==> src/rtl/inst_boot_loader_if.sv <==
// Byte-stream input and instruction-BRAM write port of the boot loader.
// The loader sits on the slave side; the byte source and the BRAM side use master.
interface inst_boot_loader_if #(
    parameter int W = 32
) ();
    logic         start;
    logic [7:0]   rx_data;
    logic         rx_valid;
    logic         rx_ready;
    logic         is_write;
    logic [W-1:0] im_addr;
    logic [W-1:0] im_inst;
    logic         core_rst;
    logic         done;
    logic         err;

    modport slave (
        input  start, rx_data, rx_valid,
        output rx_ready, is_write, im_addr, im_inst, core_rst, done, err
    );

    modport master (
        output start, rx_data, rx_valid,
        input  rx_ready, is_write, im_addr, im_inst, core_rst, done, err
    );
endinterface

==> src/rtl/inst_boot_loader.sv <==
// Loads a length-prefixed little-endian word image from a byte stream into the
// instruction BRAM and holds the core in reset until the whole image is written.
//
// state | meaning
// IDLE  | waiting for the first start after reset
// LEN   | collecting the 4-byte word count N
// DATA  | collecting the 4 bytes of the next word
// WRITE | single-cycle BRAM write of the assembled word
// DONE  | image loaded, core released
// ERR   | bad length or inter-byte timeout, core held in reset
module inst_boot_loader #(
    parameter int W       = 32,
    parameter int DEPTH   = 2048,
    parameter int TIMEOUT = 65535
) (
    input  logic                 clk,
    input  logic                 rst,
    inst_boot_loader_if.slave    bus
);
    localparam int IW = $clog2(DEPTH + 1);
    localparam int TW = $clog2(TIMEOUT + 1);

    typedef enum logic [2:0] {IDLE, LEN, DATA, WRITE, DONE, ERR} state_t;

    state_t         state, state_nxt;
    logic [1:0]     cnt;
    logic [IW-1:0]  idx;
    logic [TW-1:0]  timer;
    logic [W-9:0]   len_lo;
    logic [W-9:0]   word;
    logic [W-1:0]   len;
    logic [W-1:0]   im_addr, im_inst;
    logic [W-1:0]   n_new;
    logic           rx_ready, is_write, hs, timed_out;

    // Bytes enter at the top and shift down, so byte k ends up at bits [8k+7:8k].
    assign n_new     = {bus.rx_data, len_lo};
    assign hs        = bus.rx_valid && (state == LEN || state == DATA);
    assign timed_out = (timer == TW'(TIMEOUT));

    always_ff @(posedge clk) begin
        if (rst) state <= IDLE;
        else     state <= state_nxt;
    end

    always_comb begin
        state_nxt = state;
        rx_ready  = 1'b0;
        is_write  = 1'b0;
        case (state)
            IDLE: if (bus.start) state_nxt = LEN;
            LEN: begin
                rx_ready = 1'b1;
                if (hs) begin
                    if (cnt == 2'd3)
                        state_nxt = (n_new == '0 || n_new > W'(DEPTH)) ? ERR : DATA;
                end else if (timed_out) begin
                    state_nxt = ERR;
                end
            end
            DATA: begin
                rx_ready = 1'b1;
                if (hs) begin
                    if (cnt == 2'd3) state_nxt = WRITE;
                end else if (timed_out) begin
                    state_nxt = ERR;
                end
            end
            WRITE: begin
                is_write  = 1'b1;
                state_nxt = (W'(idx) == len - W'(1)) ? DONE : DATA;
            end
            DONE, ERR: if (bus.start) state_nxt = LEN;
            default: state_nxt = IDLE;
        endcase
    end

    always_ff @(posedge clk) begin
        if (rst) begin
            cnt     <= '0;
            idx     <= '0;
            timer   <= '0;
            len_lo  <= '0;
            word    <= '0;
            len     <= '0;
            im_addr <= '0;
            im_inst <= '0;
        end else begin
            case (state)
                IDLE, DONE, ERR: begin
                    if (bus.start) begin
                        cnt   <= '0;
                        idx   <= '0;
                        timer <= '0;
                    end
                end
                LEN: begin
                    if (hs) begin
                        timer  <= '0;
                        cnt    <= cnt + 2'd1;
                        len_lo <= {bus.rx_data, len_lo[W-9:8]};
                        if (cnt == 2'd3) len <= n_new;
                    end else begin
                        timer <= timer + TW'(1);
                    end
                end
                DATA: begin
                    if (hs) begin
                        timer <= '0;
                        cnt   <= cnt + 2'd1;
                        word  <= {bus.rx_data, word[W-9:8]};
                        if (cnt == 2'd3) begin
                            im_inst <= {bus.rx_data, word};
                            im_addr <= W'(idx) << 2;
                        end
                    end else begin
                        timer <= timer + TW'(1);
                    end
                end
                WRITE: idx <= idx + IW'(1);
                default: ;
            endcase
        end
    end

    assign bus.rx_ready = rx_ready;
    assign bus.is_write = is_write;
    assign bus.im_addr  = im_addr;
    assign bus.im_inst  = im_inst;
    assign bus.done     = (state == DONE);
    assign bus.err      = (state == ERR);
    assign bus.core_rst = (state != DONE);
endmodule
==> src/flat_wrapper.sv <==
// flat-port wrapper written by rule: the top's interface ports become plain ports
module inst_boot_loader_flat 
#(
    parameter int W       = 32,
    parameter int DEPTH   = 2048,
    parameter int TIMEOUT = 65535
)
  (clk, rst, bus_start, bus_rx_data, bus_rx_valid, bus_rx_ready, bus_is_write, bus_im_addr, bus_im_inst, bus_core_rst, bus_done, bus_err);
  inst_boot_loader_if #(.W(W)) bus_i ();
  input  logic clk;
  input  logic rst;
  input wire logic [$bits(bus_i.start)-1:0] bus_start;
  input wire logic [$bits(bus_i.rx_data)-1:0] bus_rx_data;
  input wire logic [$bits(bus_i.rx_valid)-1:0] bus_rx_valid;
  output wire logic [$bits(bus_i.rx_ready)-1:0] bus_rx_ready;
  output wire logic [$bits(bus_i.is_write)-1:0] bus_is_write;
  output wire logic [$bits(bus_i.im_addr)-1:0] bus_im_addr;
  output wire logic [$bits(bus_i.im_inst)-1:0] bus_im_inst;
  output wire logic [$bits(bus_i.core_rst)-1:0] bus_core_rst;
  output wire logic [$bits(bus_i.done)-1:0] bus_done;
  output wire logic [$bits(bus_i.err)-1:0] bus_err;
  assign bus_i.start = bus_start;
  assign bus_i.rx_data = bus_rx_data;
  assign bus_i.rx_valid = bus_rx_valid;
  assign bus_rx_ready = bus_i.rx_ready;
  assign bus_is_write = bus_i.is_write;
  assign bus_im_addr = bus_i.im_addr;
  assign bus_im_inst = bus_i.im_inst;
  assign bus_core_rst = bus_i.core_rst;
  assign bus_done = bus_i.done;
  assign bus_err = bus_i.err;
  inst_boot_loader #(.W(W), .DEPTH(DEPTH), .TIMEOUT(TIMEOUT)) u_core (.clk(clk), .rst(rst), .bus(bus_i));
endmodule
==> config.mk <==
export PLATFORM = sky130hd
export DESIGN_NAME = inst_boot_loader_flat
export DESIGN_NICKNAME = d
export VERILOG_FILES = /design/src/rtl/inst_boot_loader_if.sv /design/src/rtl/inst_boot_loader.sv /design/src/flat_wrapper.sv
export SDC_FILE = /design/constraint.sdc
export NUM_CORES = 1
export LEC_CHECK = 0
export CAP_MARGIN = 30
export CORE_AREA = 2 2 127 129
export DETAILED_ROUTE_END_ITERATION = 12
export DIE_AREA = 0 0 129 131
export GPL_ROUTABILITY_DRIVEN = 0
export PLACE_DENSITY = 0.68
export SKIP_LAST_GASP = 1
export SYNTH_ARGS = -nofsm -noshare
export SYNTH_HDL_FRONTEND = slang
export SYNTH_SLANG_ARGS = --single-unit
==> constraint.sdc <==
create_clock -name clk -period 2.5 [get_ports clk]
set_input_delay 0.5 -clock clk [delete_from_list [all_inputs] [get_ports clk]]
set_output_delay 0.5 -clock clk [all_outputs]
set_load 0.02 [all_outputs]
* Word-level counts from Yosys, hierarchy flattened
Cells that the tools add are included.
Operators by class: eq/ne operators 13, muxes and demuxes 19, reduce and logical (&&, ||, !) cells 17, $lt $le $gt $ge 1, $add $sub $neg 4
Operators with widths (count):
- $eq 12x32->1 | 1
- $gt 32x12->1 const B | 1
- $logic_not 32->1 | 1
- $mux 16 | 2
- $pmux 16 s2 | 1
- $sub 32x1->32 const B | 1
- $mux 3 | 8
- $pmux 12 s2 | 1
- $add 16x1->16 const B | 1
- $eq 16x16->1 const B | 1
- $add 12x1->12 const B | 1
- $mux 12 | 1
- $pmux 3 s4 | 1
- $reduce_and 3->1 | 4
- $ne 3x3->1 const B | 3
- $reduce_and 2->1 | 4
- $eq 3x2->1 const B | 2
- $eq 3x3->1 const B | 2
- $mux 2 | 2
- $ne 2x1->1 const B | 2
- $pmux 2 s2 | 1
- $reduce_bool 2->1 | 2
- $eq 3x1->1 const B | 1
- $logic_not 3->1 | 1
- 7 further kinds | 9
Word-level totals: output and inout bits 69, logic and storage cells 63, input port bits 12, flip-flop bits (word level) 157

* Longest topological paths before layout
word-level depth 6, gate-level depth with buffers 9, gate-level depth less buffers 9

* Worst setup path after synthesis
OpenSTA, ideal clock, no wires.
path type reg2reg, start point register u_core.len[0], end point register u_core.state[2], data required time 2.431 ns, slack -0.030 ns, stages on the path, launching flop included 10, buffers on the path 0, setup time 0.069 ns, data arrival time 2.461 ns, period minus slack after synthesis 2.530 ns, path through dfxtp_1 -> inv_1 -> ha_1 -> or4b_1 -> nor4_1 -> xor2_1 -> a2111oi_2 -> nand4_1 -> or4_1 -> o21ai_1
On the way: cells in the longest elaborated chain, start to end 4
Ends and longest elaborated chain:
- start, declared | line inst_boot_loader.sv:31 | logic [W-1:0] len;
- start signal, assigned | line inst_boot_loader.sv:102 | if (cnt == 2'd3) len <= n_new;
- $sub 32x1->32 | line inst_boot_loader.sv:71 | state_nxt = (W'(idx) == len - W'(1)) ? DONE : DATA;
- $eq 12x32->1 | line inst_boot_loader.sv:71
- $mux 3 | line inst_boot_loader.sv:71
- $pmux 3 s4 | line inst_boot_loader.sv:50 | case (state)
- end signal, assigned | line inst_boot_loader.sv:43 | else state <= state_nxt;
- end, declared | line inst_boot_loader.sv:25 | state_t state, state_nxt;
Every way passes these cells. A chain may end at the register's enable or synchronous reset.

* Final worst setup path
start point register u_core.len[1], end point register u_core.state[2]
The elaborated chain is that of the path after synthesis.

==> impl_results.md <==
* Switching share of power at 23.48%
* DRC Markers at 0
* Antenna violations before repair at 0
* Period utilization at 98.64%
* Final hold vios at 0
* RSZ-0062 raised after global routing: true
* Max Cap Violations at 0
* Fin worst setup slack at 33.97 ps
* Area Growth Syn to Fin at 24.28%
* Setup CP Type: flop to flop
* Antenna fix cells at 0
* Setup violators final at 0
* Share of cells above drive strength 1 at roughly an eighth
* Final WL at ~17 mm
* Fin util at 54.98%
* Core Rows at 46
* Dominant register cell in the synthesized netlist: dfxtp_1
* Commonest non-fill, non-tap cell in the layout: nand2_1
* Clock group share of total power at between 40% and 50%
* Post-synth cell types at 61
* IO Port Bufs at 60
* GRT Util Overall at around a fifth
* Final net count at just under 1000
* Hold Crit Class: flop to flop
* Most frequent cells in the layout: 271 x nand2_1, 152 x dfxtp_1, 134 x a21oi_1
* Tmin final at 2466 ps
* Initial DRC count at 401
* DIE HEIGHT at around 130 µm
* Vias after detailed routing at 6130
* H-tree lvl count at 4
* Vias per cell at 5.160
* Worst Clk Skew at roughly 10 ps
* Syn Area/Cell at 7.797 µm²
* Worst-path clk slew at 60 ps
* Pwr/cell area at between 600 and 700 mW/mm²
* Mapped Area at ~0.0069 mm²
* CTS tree: built
* Logic pwr share at 4.8%
* I/O pin count at 81
* Int Power at between 4000 and 5000 µW
* Async SR Flop Fraction at 0%
* Starting density of the core at 44.24%
* Die ar. at about 0.017 mm²
* DRT Pass-1 Iters at 5
* Clock root cell: clkbuf_16
* Largest net degree at the start of global routing at 105
* Routed wire per std cell at around 14 µm
* Setup Slack @ Placement at -73.21 ps
* Status: complete, no violations
* Pleak at between 0.003 and 0.004 µW
* Sequential share of power at 46.3%
* Routed Antenna Nets at 0
* Share of the yosys chip area belonging to registers at between 40 and 50%
* Post-Synthesis Cells at 885
* DP Wirelength at 11.51 mm
* Slew Viols, Final at 0
* Clock Latency Late Sink at 430 ps
* Number of CTS-inserted buffers at 17
* Worst vdd ir at 0.3914 mV
* Hold buffers post-CTS at 0
* Type of origin of the critical path: flop
* Clk sink count at 157
* Worst-path maximum fanout at 4
* First-pass GRT wire length at 27.60 mm
* Crit path capture type: flop
* Die W at ~130 µm
* Fill cells at 1449
* WP data required at roughly 2900 ps
* Switching power at roughly 1300 µW
* Ys Warns at 0
* Highest Clock Rate at 405.5 MHz
* Hold slack at between 400 and 500 ps
* Core area at 0.01560 mm²
* Synthesis-stage register bit count at 157
* Number of synthesized flops with an enable pin at 0
* Clk buf depth at 2
* Critical Path AT at 2820 ps
* Vias in the first global route at about 5600
* Global route overflow at 0
==> area by class of cell <==
cell class                      count  area (µm²)  share of cell area [%]
Clock buffer                       18       429.2                   5.004
Tap cell                          216       270.3                   3.151
Multi-Input combinational cell    662        3472                   40.49
Sequential cell                   157        3149                   36.72
Inverter                            8       30.03                  0.3502
Timing Repair Buffer              113        1042                   12.15
Clock inverter                     14       182.7                   2.130
==> kinds of logic (layout without fill, tap and decap cells) <==
kind of cell	Yosys count	count (layout)	share of synthesized area [%]
AND/OR/NAND/NOR	418	418	27.38
AO/OA/AOI/OAI	180	180	14.40
flip-flops	157	157	45.55
buffers and inverters	85	153	6.618
XOR/XNOR	33	33	4.189
multiplexers	7	7	1.088
adder cells (fa/ha/maj)	4	4	0.7253
other	1	20	0.05434
==> flip-flops by register name, summed over array words and instances, names as in the netlist <==
name	flops
u_core.idx	12
u_core.bus.im_addr	12
u_core.state	3
u_core.len	32
u_core.word	24
u_core.timer	16
u_core.cnt	2
u_core.len_lo	24
u_core.bus.im_inst	32
==> critical path, stage by stage, from the launching register on <==
cell and delay (ps):
dfxtp_2 320, inv_1 80, ha_4 140, or4b_4 520, nor3_4 210, xor2_1 100, o31ai_1 220, o22ai_1 160
or4_1 550, o21ai_1 90
==> synth_stat cells (all sizes together) (5+ instances only) <==
cell    instances  area share [%]
nor2           40             2.2
a21oi         134             9.7
nor4           15             1.4
nand4          11             1.0
and3           11             1.0
clkbuf         49             2.8
xnor2          13             1.7
inv             8            0.44
nand2b          6            0.54
or3             5            0.47
nand3          16             1.2
o21ai          15             1.1
or4             7            0.87
nand2         271              15
xor2           20             2.5
buf            27             3.2
o22ai           7            0.63
nor3            9             1.1
nor2b           6            0.54
dfxtp         157              46
==> stage by stage <==
step,std cells,power [µW],cell area [µm²],setup TNS [ps]
final,1188,5488,8576,0
after global routing,1188,5663,8576,-243.3
after CTS,1188,5525,8503,-43.09
after detailed placement,1155,2854,7848,-73.21
after global placement,1155,2853,7848,-21.45
after floorplan,904,2775,6978,0
==> worst paths after layout <==
| check | slack [ps] | endpoint | from | cells after the start |
|---|---|---|---|---|
| min reg2reg | 450 | u_core.bus.im_addr[7]$_SDFFE_PP0P_ | u_core.bus.im_addr[7]$_SDFFE_PP0P_ | 2 |
| max reg2reg | 30 | u_core.state[2]$_SDFFE_PP0P_ | u_core.len[1]$_SDFFE_PP0P_ | 9 |
| min | 450 | u_core.bus.im_addr[7]$_SDFFE_PP0P_ | u_core.bus.im_addr[7]$_SDFFE_PP0P_ | 2 |
| max | 30 | u_core.state[2]$_SDFFE_PP0P_ | u_core.len[1]$_SDFFE_PP0P_ | 9 |
==> layer usage <==
metal / GRT usage (%) / vias up / part of all wire (%)
met4: 8.056 / 0 / 2.1
met2: 32.62 / 128 / 46
met1: 27.42 / 2879 / 47
met3: 5.334 / 24 / 5.0
met5: 0 / - / 0
li1: - / 3099 / -
==> repair_timing <==
item | in CTS | in global routing
resized for setup | 9 | 17
pin swaps | 4 | 8
setup endpoints to repair | 3 | 4
setup buffers | 1 | 0
==> power by group through the flow <==
stage / Combinational (µW) / Clock [µW] / Sequential (µW)
floorplan: 189 / 0 / 2590
global placement: 259 / 0 / 2590
detailed placement: 261 / 0 / 2590
CTS: 262 / 2730 / 2540
global route: 289 / 2830 / 2540
finish: 263 / 2690 / 2540
Power figures use the tool's default switching activity.
